===== src/rtl/rp8_io_timer.sv =====
// rp8 I/O-bus timer/counter: four registers at BAS..BAS+3, prescaled 8-bit counter,
// overflow and compare-match flags driving irq_req.
module rp8_io_timer #(
    parameter logic [5:0] BAS = 6'h30
) (
    input  logic       clk,
    input  logic       rst,
    input  logic       io_wen,
    input  logic       io_ren,
    input  logic [5:0] io_adr,
    input  logic [7:0] io_wdt,
    input  logic [7:0] io_msk,
    output logic [7:0] io_rdt,
    output logic [1:0] irq_req,
    input  logic [1:0] irq_ack
);

    typedef enum logic [1:0] {
        REG_TCCR = 2'd0,
        REG_TCNT = 2'd1,
        REG_OCR  = 2'd2,
        REG_TIFR = 2'd3
    } reg_e;

    logic [5:0] tccr_q, tccr_d;
    logic [7:0] tcnt_q, tcnt_d;
    logic [7:0] ocr_q,  ocr_d;
    logic [1:0] tifr_q, tifr_d;
    logic [9:0] pre_q,  pre_d;
    logic [7:0] rdt_q,  rdt_d;

    logic       hit;
    reg_e       sel;
    logic       wr_tccr, wr_tcnt, wr_ocr, wr_tifr;
    logic [2:0] cs_q, cs_d;
    logic       run_q, run_d;
    logic       tick;
    logic       ctc;
    logic       tov_set, ocf_set;
    logic [7:0] tccr_mrg;
    logic [7:0] w1c;
    logic [7:0] rd_val;

    function automatic logic [7:0] merge(input logic [7:0] old, input logic [7:0] wdt,
                                         input logic [7:0] msk);
        return (wdt & msk) | (old & ~msk);
    endfunction

    always_comb begin
        hit     = (io_adr[5:2] == BAS[5:2]);
        sel     = reg_e'(io_adr[1:0]);
        wr_tccr = io_wen && hit && (sel == REG_TCCR);
        wr_tcnt = io_wen && hit && (sel == REG_TCNT);
        wr_ocr  = io_wen && hit && (sel == REG_OCR);
        wr_tifr = io_wen && hit && (sel == REG_TIFR);
    end

    // Prescaler and tick follow the registered CS; PRE clears as soon as the new CS is a stop code.
    always_comb begin
        tccr_mrg = merge({2'b00, tccr_q}, io_wdt, io_msk);
        tccr_d   = wr_tccr ? tccr_mrg[5:0] : tccr_q;
        cs_q     = tccr_q[2:0];
        cs_d     = tccr_d[2:0];
        run_q    = (cs_q != 3'd0) && (cs_q <= 3'd5);
        run_d    = (cs_d != 3'd0) && (cs_d <= 3'd5);
        pre_d    = (run_q && run_d) ? pre_q + 10'd1 : '0;
        case (cs_q)
            3'd1:    tick = 1'b1;
            3'd2:    tick = (pre_q[2:0] == 3'h7);
            3'd3:    tick = (pre_q[5:0] == 6'h3F);
            3'd4:    tick = (pre_q[7:0] == 8'hFF);
            3'd5:    tick = (pre_q == 10'h3FF);
            default: tick = 1'b0;
        endcase
    end

    always_comb begin
        ctc     = tccr_q[3];
        tcnt_d  = tcnt_q;
        tov_set = 1'b0;
        ocf_set = 1'b0;
        if (wr_tcnt) begin
            tcnt_d = merge(tcnt_q, io_wdt, io_msk);
        end else if (tick) begin
            if (ctc && (tcnt_q == ocr_q)) begin
                tcnt_d  = '0;
                ocf_set = 1'b1;
            end else begin
                tcnt_d  = tcnt_q + 8'd1;
                ocf_set = (tcnt_q == ocr_q);
                tov_set = !ctc && (tcnt_q == 8'hFF);
            end
        end
        ocr_d = wr_ocr ? merge(ocr_q, io_wdt, io_msk) : ocr_q;
    end

    // Clears first, then sets, so a set in the same cycle wins.
    always_comb begin
        w1c    = io_wdt & io_msk;
        tifr_d = tifr_q;
        if (wr_tifr) begin
            tifr_d = tifr_d & ~w1c[1:0];
        end
        tifr_d = tifr_d & ~irq_ack;
        tifr_d = tifr_d | {ocf_set, tov_set};
    end

    always_comb begin
        case (sel)
            REG_TCCR: rd_val = {2'b00, tccr_q};
            REG_TCNT: rd_val = tcnt_q;
            REG_OCR:  rd_val = ocr_q;
            default:  rd_val = {6'b0, tifr_q};
        endcase
        rdt_d = rdt_q;
        if (io_ren) begin
            rdt_d = hit ? rd_val : '0;
        end
    end

    always_ff @(posedge clk) begin
        if (rst) begin
            tccr_q <= '0;
            tcnt_q <= '0;
            ocr_q  <= '0;
            tifr_q <= '0;
            pre_q  <= '0;
            rdt_q  <= '0;
        end else begin
            tccr_q <= tccr_d;
            tcnt_q <= tcnt_d;
            ocr_q  <= ocr_d;
            tifr_q <= tifr_d;
            pre_q  <= pre_d;
            rdt_q  <= rdt_d;
        end
    end

    assign io_rdt  = rdt_q;
    assign irq_req = {tifr_q[1] & tccr_q[5], tifr_q[0] & tccr_q[4]};

endmodule

===== config.mk =====
export PLATFORM = sky130hd
export DESIGN_NAME = rp8_io_timer
export DESIGN_NICKNAME = d
export VERILOG_FILES = /design/src/rtl/rp8_io_timer.sv
export SDC_FILE = /design/constraint.sdc
export NUM_CORES = 1
export LEC_CHECK = 0
export ABC_AREA = 1
export BUFFER_PORTS_ARGS = -buffer_cell sky130_fd_sc_hd__buf_2
export CAP_MARGIN = 20
export CORE_ASPECT_RATIO = 0.75
export CORE_MARGIN = 4
export CORE_UTILIZATION = 37
export DETAILED_ROUTE_END_ITERATION = 16
export PLACE_DENSITY_LB_ADDON = 0.15
export SLEW_MARGIN = 15
export SYNTH_ARGS = -nofsm -noshare
export SYNTH_HDL_FRONTEND = slang
export SYNTH_SLANG_ARGS = --single-unit

===== constraint.sdc =====
create_clock -name clk -period 2.2 [get_ports clk]
set_input_delay 0.22 -clock clk [delete_from_list [all_inputs] [get_ports clk]]
set_output_delay 0.22 -clock clk [all_outputs]
set_load 0.02 [all_outputs]

== Yosys cells after proc, flatten, opt, wreduce, memory -nomap -nowiden ==
Index checks and enable logic that the tools add are counted.

* Register bits after elaboration: 42
* Output and inout bits: 10
* Logic and storage cells: 72
* Bits of input ports: 28

* $lt $le $gt $ge: 2
* Reduce and logical (&&, ||, !) cells: 16
* Multiplexer cells: 14
* Add/sub/neg operators: 2
* Bitwise operators: 16
* Equality and inequality tests: 15

{| class="wikitable"
|+ Operators by type and width
! operator !! number
|-
| $mux 8 || 4
|-
| $and 8x8->8 || 3
|-
| $pmux 8 s3 || 1
|-
| $eq 8x8->1 const B || 2
|-
| $or 8x8->8 || 2
|-
| $add 10x1->10 const B || 1
|-
| $eq 10x10->1 const B || 1
|-
| $logic_and 1x1->1 || 10
|-
| $eq 3x3->1 const B || 3
|-
| $add 8x1->8 const B || 1
|-
| $eq 8x8->1 || 1
|-
| $not 8->8 || 1
|-
| $and 6x6->6 || 1
|-
| $eq 3x2->1 const B || 2
|-
| $eq 6x6->1 const B || 1
|-
| $le 3x3->1 const B || 2
|-
| $mux 1 || 6
|-
| $or 6x6->6 || 1
|-
| $reduce_bool 3->1 || 2
|-
| $pmux 1 s5 || 1
|-
| $and 2x2->2 || 2
|-
| $eq 2x2->1 const B || 2
|-
| $eq 4x4->1 const B || 1
|-
| $not 2->2 || 2
|-
| other kinds (11) || 12
|}

== Depth between registers and ports, before layout ==
Gate-level depths: netlist of the first run.

* Depth in word-level cells: 9
* Mapped depth: 11
* Depth with buffers taken out: 11

== Least setup slack after synthesis of the first run ==
No wires, ideal clock.

* Path type: register -> register
* Start point: register pre_q[0]
* End point: register with a tool-made name
* Arrival: 1.364 ns
* Library setup time: 0.112 ns
* Cell stages (with the launch flop): 11
* Required time: 2.088 ns
* Slack: 0.725 ns
* Clock period less this slack: 1.475 ns
* Path buffers: 0
* Path through: dfxtp_1 -> ha_1 -> nand3_1 -> nor2_1 -> nand2_1 -> nand2_1 -> nand2_1 -> nand3_1 -> nand2_1 -> nor2_1 -> nor2_1

{| class="wikitable"
|+ RTL lines
! element !! line !! RTL
|-
| from (decl) || 29 || <nowiki>logic [9:0] pre_q, pre_d;</nowiki>
|-
| from (signal assigned) || 134 || <nowiki>pre_q <= pre_d;</nowiki>
|}

==> results of run 1 <==
## through the flow
stage          instance area, sq um  cells
2_1_floorplan                  2450    382
3_3_place_gp                   2720    496
3_5_place_dp                   2720    496
4_1_cts                        2800    503
5_1_grt                        2800    503
6_report                       2800    503
## worst max-delay path, cell delays in order (launching register included)
cell and delay (ns):
dfxtp_1 0.35, ha_1 0.18, nand3_1 0.15, nor2_1 0.20
nand2_1 0.09, nand2_1 0.07, nand2_1 0.06, nand3_1 0.30
nand2_1 0.11, nor2_1 0.13, nor2_1 0.05
## kinds of logic (layout without fill, tap and decap cells)
logic type                 count (synthesis)  in the layout
DFF                                       42             42
AOI/OAI and AO/OA                         56             56
buffers and inverters                     52             92
and+or+nand+nor                          212            212
xor gates and xnor gates                  16             16
adders and majority gates                  4              4
## metal layers
metal / vias up / share of wire
met5: - / 0
met4: 0 / 0.012
met3: 9 / 0.10
met2: 89 / 0.36
met1: 1079 / 0.52
li1: 1312 / -
## worst paths after layout
kind              startpoint         to  slack, ns  cells after the start
setup / recovery    pre_q[0]   register       0.42                     10
hold / removal    irq_ack[0]  tifr_q[0]       0.21                      4
setup reg to reg    pre_q[0]   register       0.42                     10
hold reg to reg     pre_q[0]   pre_q[0]       0.45                      1
## synth_stat cells (3+ instances only)
cell / count
o22ai_1: 5
a21oi_1: 24
nand3_1: 41
xnor2_1: 9
nor3_1: 4
clkbuf_1: 3
nor2_1: 53
ha_1: 4
o211ai_1: 5
nand2_1: 101
or2_2: 4
dfxtp_1: 42
xor2_1: 7
o21ai_0: 17
inv_2: 3
inv_1: 41
## power breakdown
part           leakage (nW)  total [mW]  internal [mW]  switching [mW]
combinational         0.839       0.104         0.0343          0.0694
clock                0.0383       0.473          0.219           0.254
sequential            0.338       0.763          0.761         0.00184
total                  1.22        1.34           1.01           0.325
## layout make-up
cell class | instances | area [sq um]
fill | 690 | 3550
timing repair buffer | 40 | 208
clock buffer | 7 | 76.3
multi-input combinational | 288 | 1400
inverter | 45 | 169
tap | 81 | 101
sequential | 42 | 841
==> metrics, run 1 <==
WL final=6.74 mm; complex-gate fraction of the synthesized area=0.126; first-pass GRT wire length=11.4 mm; Top FF cell, synth=dfxtp_1; met1 usage=0.290; Pwr Density=479 mW/mm^2; Post-CTS Hold Buffers=0; commonest non-fill, non-tap cell in the layout=nand2_1; Layout area overhead=14.2%; placer congestion estimate=0.832; Post-synth EDFFs=0; share of layout cells above drive strength 1=0.137; Die Wd=102 microns; DRT antenna net count=0; Worst Max-Slew Pin Slew=0.575 ns; PostCTS Resize Cnt=0; Synth area leaders=dfxtp_1, nand2_1, nand3_1; n_diodes=0; P_leak=1.22 nW; Post-Synthesis Cells=382; clock period minus worst slack=1.78 ns; Final Hold Viols=0; Data arrival, critical path=1.97 ns; DR iter-0 viols=149; async set or reset register ratio after synthesis=0; MaxCap Viol Count=0; status=finished, final reports clean; CTS sink cnt=42; Port Buffers=37; Die H=78.5 microns; RSZ-0062 raised after global routing=no; vias=2,489; # nets final=454; Starting Density=0.386; relative max-transition margin=0.616; WL per Instance=13.4 microns; GRT Total Usage=0.182; max-slew violations=0; Tot Pwr=1.34 mW; row count=25; synthesized area per cell=6.41 sq um; Worst-Skew Late Latency=0.29 ns; most frequent cells in the layout=nand2_1, nor2_1, dfxtp_1; cell area after synthesis=0.00245 sq mm; Tcrit/Tclk final=0.807; core area=0.00635 sq mm; FF+latch count, synth=42; setup tns final=0 ns; worst slack, placed=0.422 ns; Clock Path Buffers=2; CP Capture Type=register; yosys warns=0; met2 usage=0.240; largest net degree at the start of global routing=21; worst hold margin=0.206 ns; Clock Skews=0.0107 ns; DR DRC count=0; top-area cell type share of the netlist area=0.343; vias in the first global route=2,293; I/O pin cnt=38; peak supply drop=0.000236 V; adder-cell share of the synthesized area=0.0204; total CTS buffers=5; die area=0.00800 sq mm; CTS tree=done; highest clock rate=0.563 GHz; Seq/Total Area, Yosys=0.343; mux contribution to synthesized area=0; H-tree depth=2; final setup margin=0.424 ns; XOR/XNOR Fraction of Synth Area=0.0572; Yosys top cell by area=dfxtp_1; Unique masters post-synth=30; startpoint types=register; fin util=0.441; Net Count, Synth=414; Clock transition at path regs=0.08 ns; initial antenna violation count=0; Max FO, Critical Path=8; DP HPWL=5.11 mm; Global Route met3 Usage=0.0391; GR peak layer=met1; Data required, critical path=2.40 ns; Hold Crit Class=in2reg; Initial DRT Pass Iterations=4; buffer count from post-CTS setup fixing=0; Synth Area in Simple Gates=0.369; CTS Root Cell=clkbuf_8; final setup violation count=0; total grt overflow=0; Avg Vias per Cell=4.95; combinational family with the most area after synthesis=simple AND/OR/NAND/NOR gates; Crit Path Class=reg2reg
No activity file was read; power rests on OpenSTA's default activity.
==> run 2: changes to the inputs <==
clock period = 1.6 ns   (was 2.2 ns; I/O delays follow)
==> metrics, run 2 (same netlist as run 1, synthesis figures left out) <==
buffer count from post-CTS setup fixing=0 (unchanged); placed cell count=517 (+4.2%); WL final=7.05 mm (+4.6%); H-tree depth=2 (unchanged); MaxCap Viol Count=0 (unchanged); DR DRC count=0 (unchanged); Clock Skews=0.00395 ns (-0.00673 ns); Clock Path Buffers=2 (unchanged); die area=0.00800 sq mm (unchanged); GRT Total Usage=0.185 (+0.00269); Clock transition at path regs=0.08 ns (about the same); total CTS buffers=5 (unchanged); Crit Path Class=reg2reg; Worst Max-Slew Pin Slew=0.600 ns (+0.0254 ns); DR iter-0 viols=171 (+15%); P_leak=1.35 nW (+11%); startpoint types=register; DRT antenna net count=0 (unchanged); share of layout cells above drive strength 1=0.227 (+0.0900); RSZ-0062 raised after global routing=yes; Die Wd=102 microns (unchanged); Starting Density=0.386 (unchanged); Hold Crit Class=in2reg; Post-Layout Inst Area=0.00306 sq mm (+9.4%); layout filler cell count=675 (-2.2%); final setup violation count=0 (unchanged); Post-DP Area=0.00288 sq mm (+5.8%); total grt overflow=0 (unchanged); DP HPWL=5.35 mm (+4.7%); WHS Path Cells=2 (-2); status=finished, final reports clean; Pwr Density=632 mW/mm^2 (+32%); initial antenna violation count=0 (unchanged); core area=0.00635 sq mm (unchanged); vias=2,559 (+2.8%); largest net degree at the start of global routing=21 (unchanged); FF+latch area=843 sq um (+0.30%); Worst-Skew Late Latency=0.31 ns (+0.02 ns); vias in the first global route=2,289 (-0.17%); Port Buffers=37 (unchanged); peak supply drop=0.000356 V (+51%); Initial DRT Pass Iterations=4 (unchanged); CTS Root Cell=clkbuf_8; Die H=78.5 microns (unchanged); max-slew violations=0 (unchanged); Post-CTS Hold Buffers=0 (unchanged); n_diodes=0 (unchanged); Max FO, Critical Path=5 (-3); # nets final=475 (+4.6%); Tot Pwr=1.94 mW (+45%); Reg2Reg Depth=12 (+2); WL per Instance=13.4 microns (+0.22%); relative max-transition margin=0.599 (-0.0169); I/O pin cnt=38 (unchanged); placer congestion estimate=0.843 (+1.3%); Tcrit/Tclk final=0.973 (+0.165); CTS tree=done; first-pass GRT wire length=11.4 mm (about the same); PostCTS Resize Cnt=0 (unchanged); most frequent cells in the layout=nand2_1, nor2_1, inv_1; Data required, critical path=1.80 ns (-0.60 ns); area used by multi-input combinational logic=0.00148 sq mm (+5.5%); highest clock rate=0.643 GHz (+14%); non-filler cells, final=525 (+4.4%); Data arrival, critical path=1.76 ns (-0.21 ns); Layout area overhead=25.0%; CP Capture Type=register; clock period minus worst slack=1.56 ns (-0.220 ns); Final Hold Viols=0 (unchanged); Avg Vias per Cell=4.87 (-1.5%); commonest non-fill, non-tap cell in the layout=nand2_1; row count=25 (unchanged); CTS sink cnt=42 (unchanged)
run 2: cell count changes in the layout (fill, tap and decap cells not counted), sizes merged:
cell	before	now
clkinv	1	2
buf	40	61
run 2: final cells by class:
cell class / instances / share of cell area
sequential: 42 / 0.275
clock inverter: 1 / 0.00163
inverter: 45 / 0.0552
multi-input combinational: 288 / 0.483
clock buffer: 7 / 0.0282
timing repair buffer: 61 / 0.123
tap: 81 / 0.0331
run 2: metal layers:
| layer | vias up | GRT usage | part of all wire |
|---|---|---|---|
| met5 | - | 0 | 0 |
| met4 | 0 | 0.0721 | 0.015 |
| met3 | 7 | 0.0417 | 0.078 |
| met2 | 75 | 0.236 | 0.37 |
| met1 | 1133 | 0.290 | 0.54 |
| li1 | 1344 | - | - |
run 2: worst paths after layout:
| check | from | endpoint | slack, ns |
|---|---|---|---|
| worst max-delay path | pre_q[1] | register | 0.04 |
| worst min-delay path | rst | tccr_q[0] | 0.08 |
| worst max register to register | pre_q[1] | register | 0.04 |
| worst min register to register | io_rdt[2] | io_rdt[2] | 0.47 |
run 2: power breakdown:
part | total [mW] | switching, mW | leakage (nW) | internal [mW]
combinational | 0.152 | 0.0982 | 0.964 | 0.0541
sequential | 1.05 | 0.00229 | 0.339 | 1.05
clock | 0.735 | 0.386 | 0.0482 | 0.349
total | 1.94 | 0.487 | 1.35 | 1.45
run 2: critical path, cell delays in order (launching register included):
cell	delay, ns
dfxtp_2	0.36
ha_4	0.15
ha_4	0.11
nor2_1	0.03
nor3_1	0.18
nand2_1	0.09
nand2_1	0.09
nand2_2	0.05
nand3_2	0.08
buf_6	0.13
nand2_2	0.04
nor2_1	0.08
nor2_1	0.06
run 2: per-stage QoR:
| stage | TNS, ns | hold WS, ns | utilization | setup slack [ns] |
|---|---|---|---|---|
| 4_1_cts | 0 | 0.0650 | 0.468 | 0.0319 |
| 3_5_place_dp | 0 | 0.404 | 0.453 | 0.0495 |
| 6_report | 0 | 0.0765 | 0.482 | 0.0439 |
| 5_1_grt | -0.371 | 0.0834 | 0.482 | -0.0732 |
| 3_3_place_gp | 0 | 0.408 | 0.453 | 0.0697 |
| 2_1_floorplan | 0 | 0.322 | - | 0.125 |
==> run 3: changes to the inputs <==
CORE_ASPECT_RATIO = 1.1   (was 0.75)
PLACE_DENSITY_LB_ADDON = 0.1   (was 0.15)
clock period = 1.27 ns   (was 1.6 ns; I/O delays follow)
==> metrics, run 3 (same netlist as run 1, synthesis figures left out) <==
row count=30 (+20%); Clk pwr share=0.401 (+0.021); Port Buffers=37 (unchanged); Die Wd=85.6 microns (-16%); Tcrit/Tclk final=1.19 (+0.214); n_diodes=0 (unchanged); Die H=93.3 microns (+19%); DR DRC count=0 (unchanged); final setup violation count=20 (+20); Final Hold Viols=0 (unchanged); Post-CTS Hold Buffers=0 (unchanged); Worst-Skew Late Latency=0.29 ns (-0.02 ns); Starting Density=0.388 (+0.00268); sequential share of power=0.504 (-0.038); CTS tree=done; status=finished, violations left; highest clock rate=0.664 GHz (+3.3%); max-slew violations=0 (unchanged); Data arrival, critical path=1.70 ns (-0.06 ns); share of layout cells above drive strength 1=0.361 (+0.134); CTS sink cnt=42 (unchanged); clock period minus worst slack=1.51 ns (-0.0491 ns); Worst Max-Slew Pin Slew=0.324 ns (-0.276 ns); Data required, critical path=1.46 ns (-0.34 ns); H-tree depth=2 (unchanged); total CTS buffers=5 (unchanged); # nets final=521 (+9.7%); vias in the first global route=2,667 (+17%); Pwr Density=713 mW/mm^2 (+13%); most frequent cells in the layout=nand2_1, buf_4, inv_1; RSZ-0062 raised after global routing=yes; worst hold margin=0.0884 ns (+0.0120 ns); CTS Root Cell=clkbuf_8; Clock Path Buffers=2 (unchanged); WL final=7.58 mm (+7.4%); placer congestion estimate=0.857 (+1.7%); combinational share of power=0.095 (+0.016); Hold Crit Class=in2reg; Clock Skews=0.00402 ns (+0.0000696 ns); setup tns final=-3.28 ns (-3.28 ns); I/O pin cnt=38 (unchanged); NetSw=0.606 mW (+25%); first-pass GRT wire length=11.8 mm (+3.7%); P_leak=1.60 nW (+19%); peak supply drop=0.000544 V (+53%); MaxCap Viol Count=0 (unchanged); vias=2,795 (+9.2%); relative max-transition margin=0.783 (+0.184); DP HPWL=5.56 mm (+4.0%); DR iter-0 viols=110 (-36%); Initial DRT Pass Iterations=4 (unchanged); fin util=0.580 (+0.0982); Layout area overhead=49.4%; failing checks=setup timing; largest net degree at the start of global routing=21 (unchanged); die area=0.00799 sq mm (-0.15%); GRT Total Usage=0.185 (+0.000272); initial antenna violation count=0 (unchanged); Avg Vias per Cell=4.90 (+0.60%); Max FO, Critical Path=8 (+3); commonest non-fill, non-tap cell in the layout=nand2_1; startpoint types=register; CP Capture Type=register; core area=0.00631 sq mm (-0.69%); DRT antenna net count=0 (unchanged); Clock transition at path regs=0.08 ns (about the same); total grt overflow=0 (unchanged); WL per Instance=13.3 microns (-1.0%); sw frac=0.232 (-0.0192); final setup margin=-0.237 ns (-0.281 ns); Crit Path Class=reg2reg; worst slack, placed=-0.267 ns (-0.317 ns); internal power=2.00 mW (+38%)
## run 3: cell types whose count changed in the layout (fill, tap and decap cells not counted), sizes merged
cell	before	now
bufinv	0	1
clkinv	2	1
nand2	103	104
buf	61	106
## run 3: path summary, 6_finish.rpt
check            start         to  slack (ns)  cells after the start
max reg2reg   pre_q[1]   register       -0.24                     11
max           pre_q[1]   register       -0.24                     11
min                rst  tccr_q[2]        0.09                      2
min reg2reg  io_rdt[6]  io_rdt[6]        0.46                      2
## run 3: final cells by class
| class | count | area [sq um] |
|---|---|---|
| Multi-Input combinational cell | 289 | 1680 |
| Clock inverter | 1 | 30.0 |
| Inverter | 45 | 179 |
| Clock buffer | 7 | 76.3 |
| Tap cell | 80 | 100 |
| Timing Repair Buffer | 106 | 739 |
| Fill cell | 625 | 2650 |
| Sequential cell | 42 | 856 |
## run 3: stage by stage
| stage | instances | power (mW) | instance area, sq um |
|---|---|---|---|
| 2_1_floorplan | 382 | 1.43 | 2490 |
| 3_3_place_gp | 553 | 1.57 | 3210 |
| 3_5_place_dp | 553 | 1.57 | 3210 |
| 4_1_cts | 566 | 2.63 | 3410 |
| 5_1_grt | 570 | 2.72 | 3660 |
| 6_report | 570 | 2.61 | 3660 |
## run 3: power by group through the flow
stage | Combinational [mW] | Clock [mW] | Sequential, mW
2_1_floorplan | 0.0810 | 0 | 1.35
3_3_place_gp | 0.217 | 0 | 1.35
3_5_place_dp | 0.218 | 0 | 1.35
4_1_cts | 0.227 | 1.08 | 1.32
5_1_grt | 0.271 | 1.13 | 1.32
6_report | 0.247 | 1.05 | 1.32
## run 3: metal layers
layer | vias up | routed length, microns | track usage
li1 | 1447 | - | -
met5 | - | 0 | 0
met2 | 45 | 4110 | 0.339
met3 | 12 | 299 | 0.0379
met4 | 0 | 140 | 0.0660
met1 | 1291 | 3020 | 0.210
## run 3: timing repair
item | in CTS | in global routing
gates cloned | 1 | 0
setup buffers | 4 | 4
endpoints found under the setup margin | 21 | 22
pin swaps | 14 | 15
resized for setup | 19 | 55
## run 3: worst max-delay path: stages (launching register included)
cell and delay [ns]:
dfxtp_2 0.35, ha_4 0.15, ha_4 0.12, nor2_2 0.03, nor3_2 0.15, nand2_1 0.10, nand2_1 0.09, nand2_2 0.07
nand3_4 0.13, nand2_1 0.07, nor2_1 0.10, nor2_1 0.04
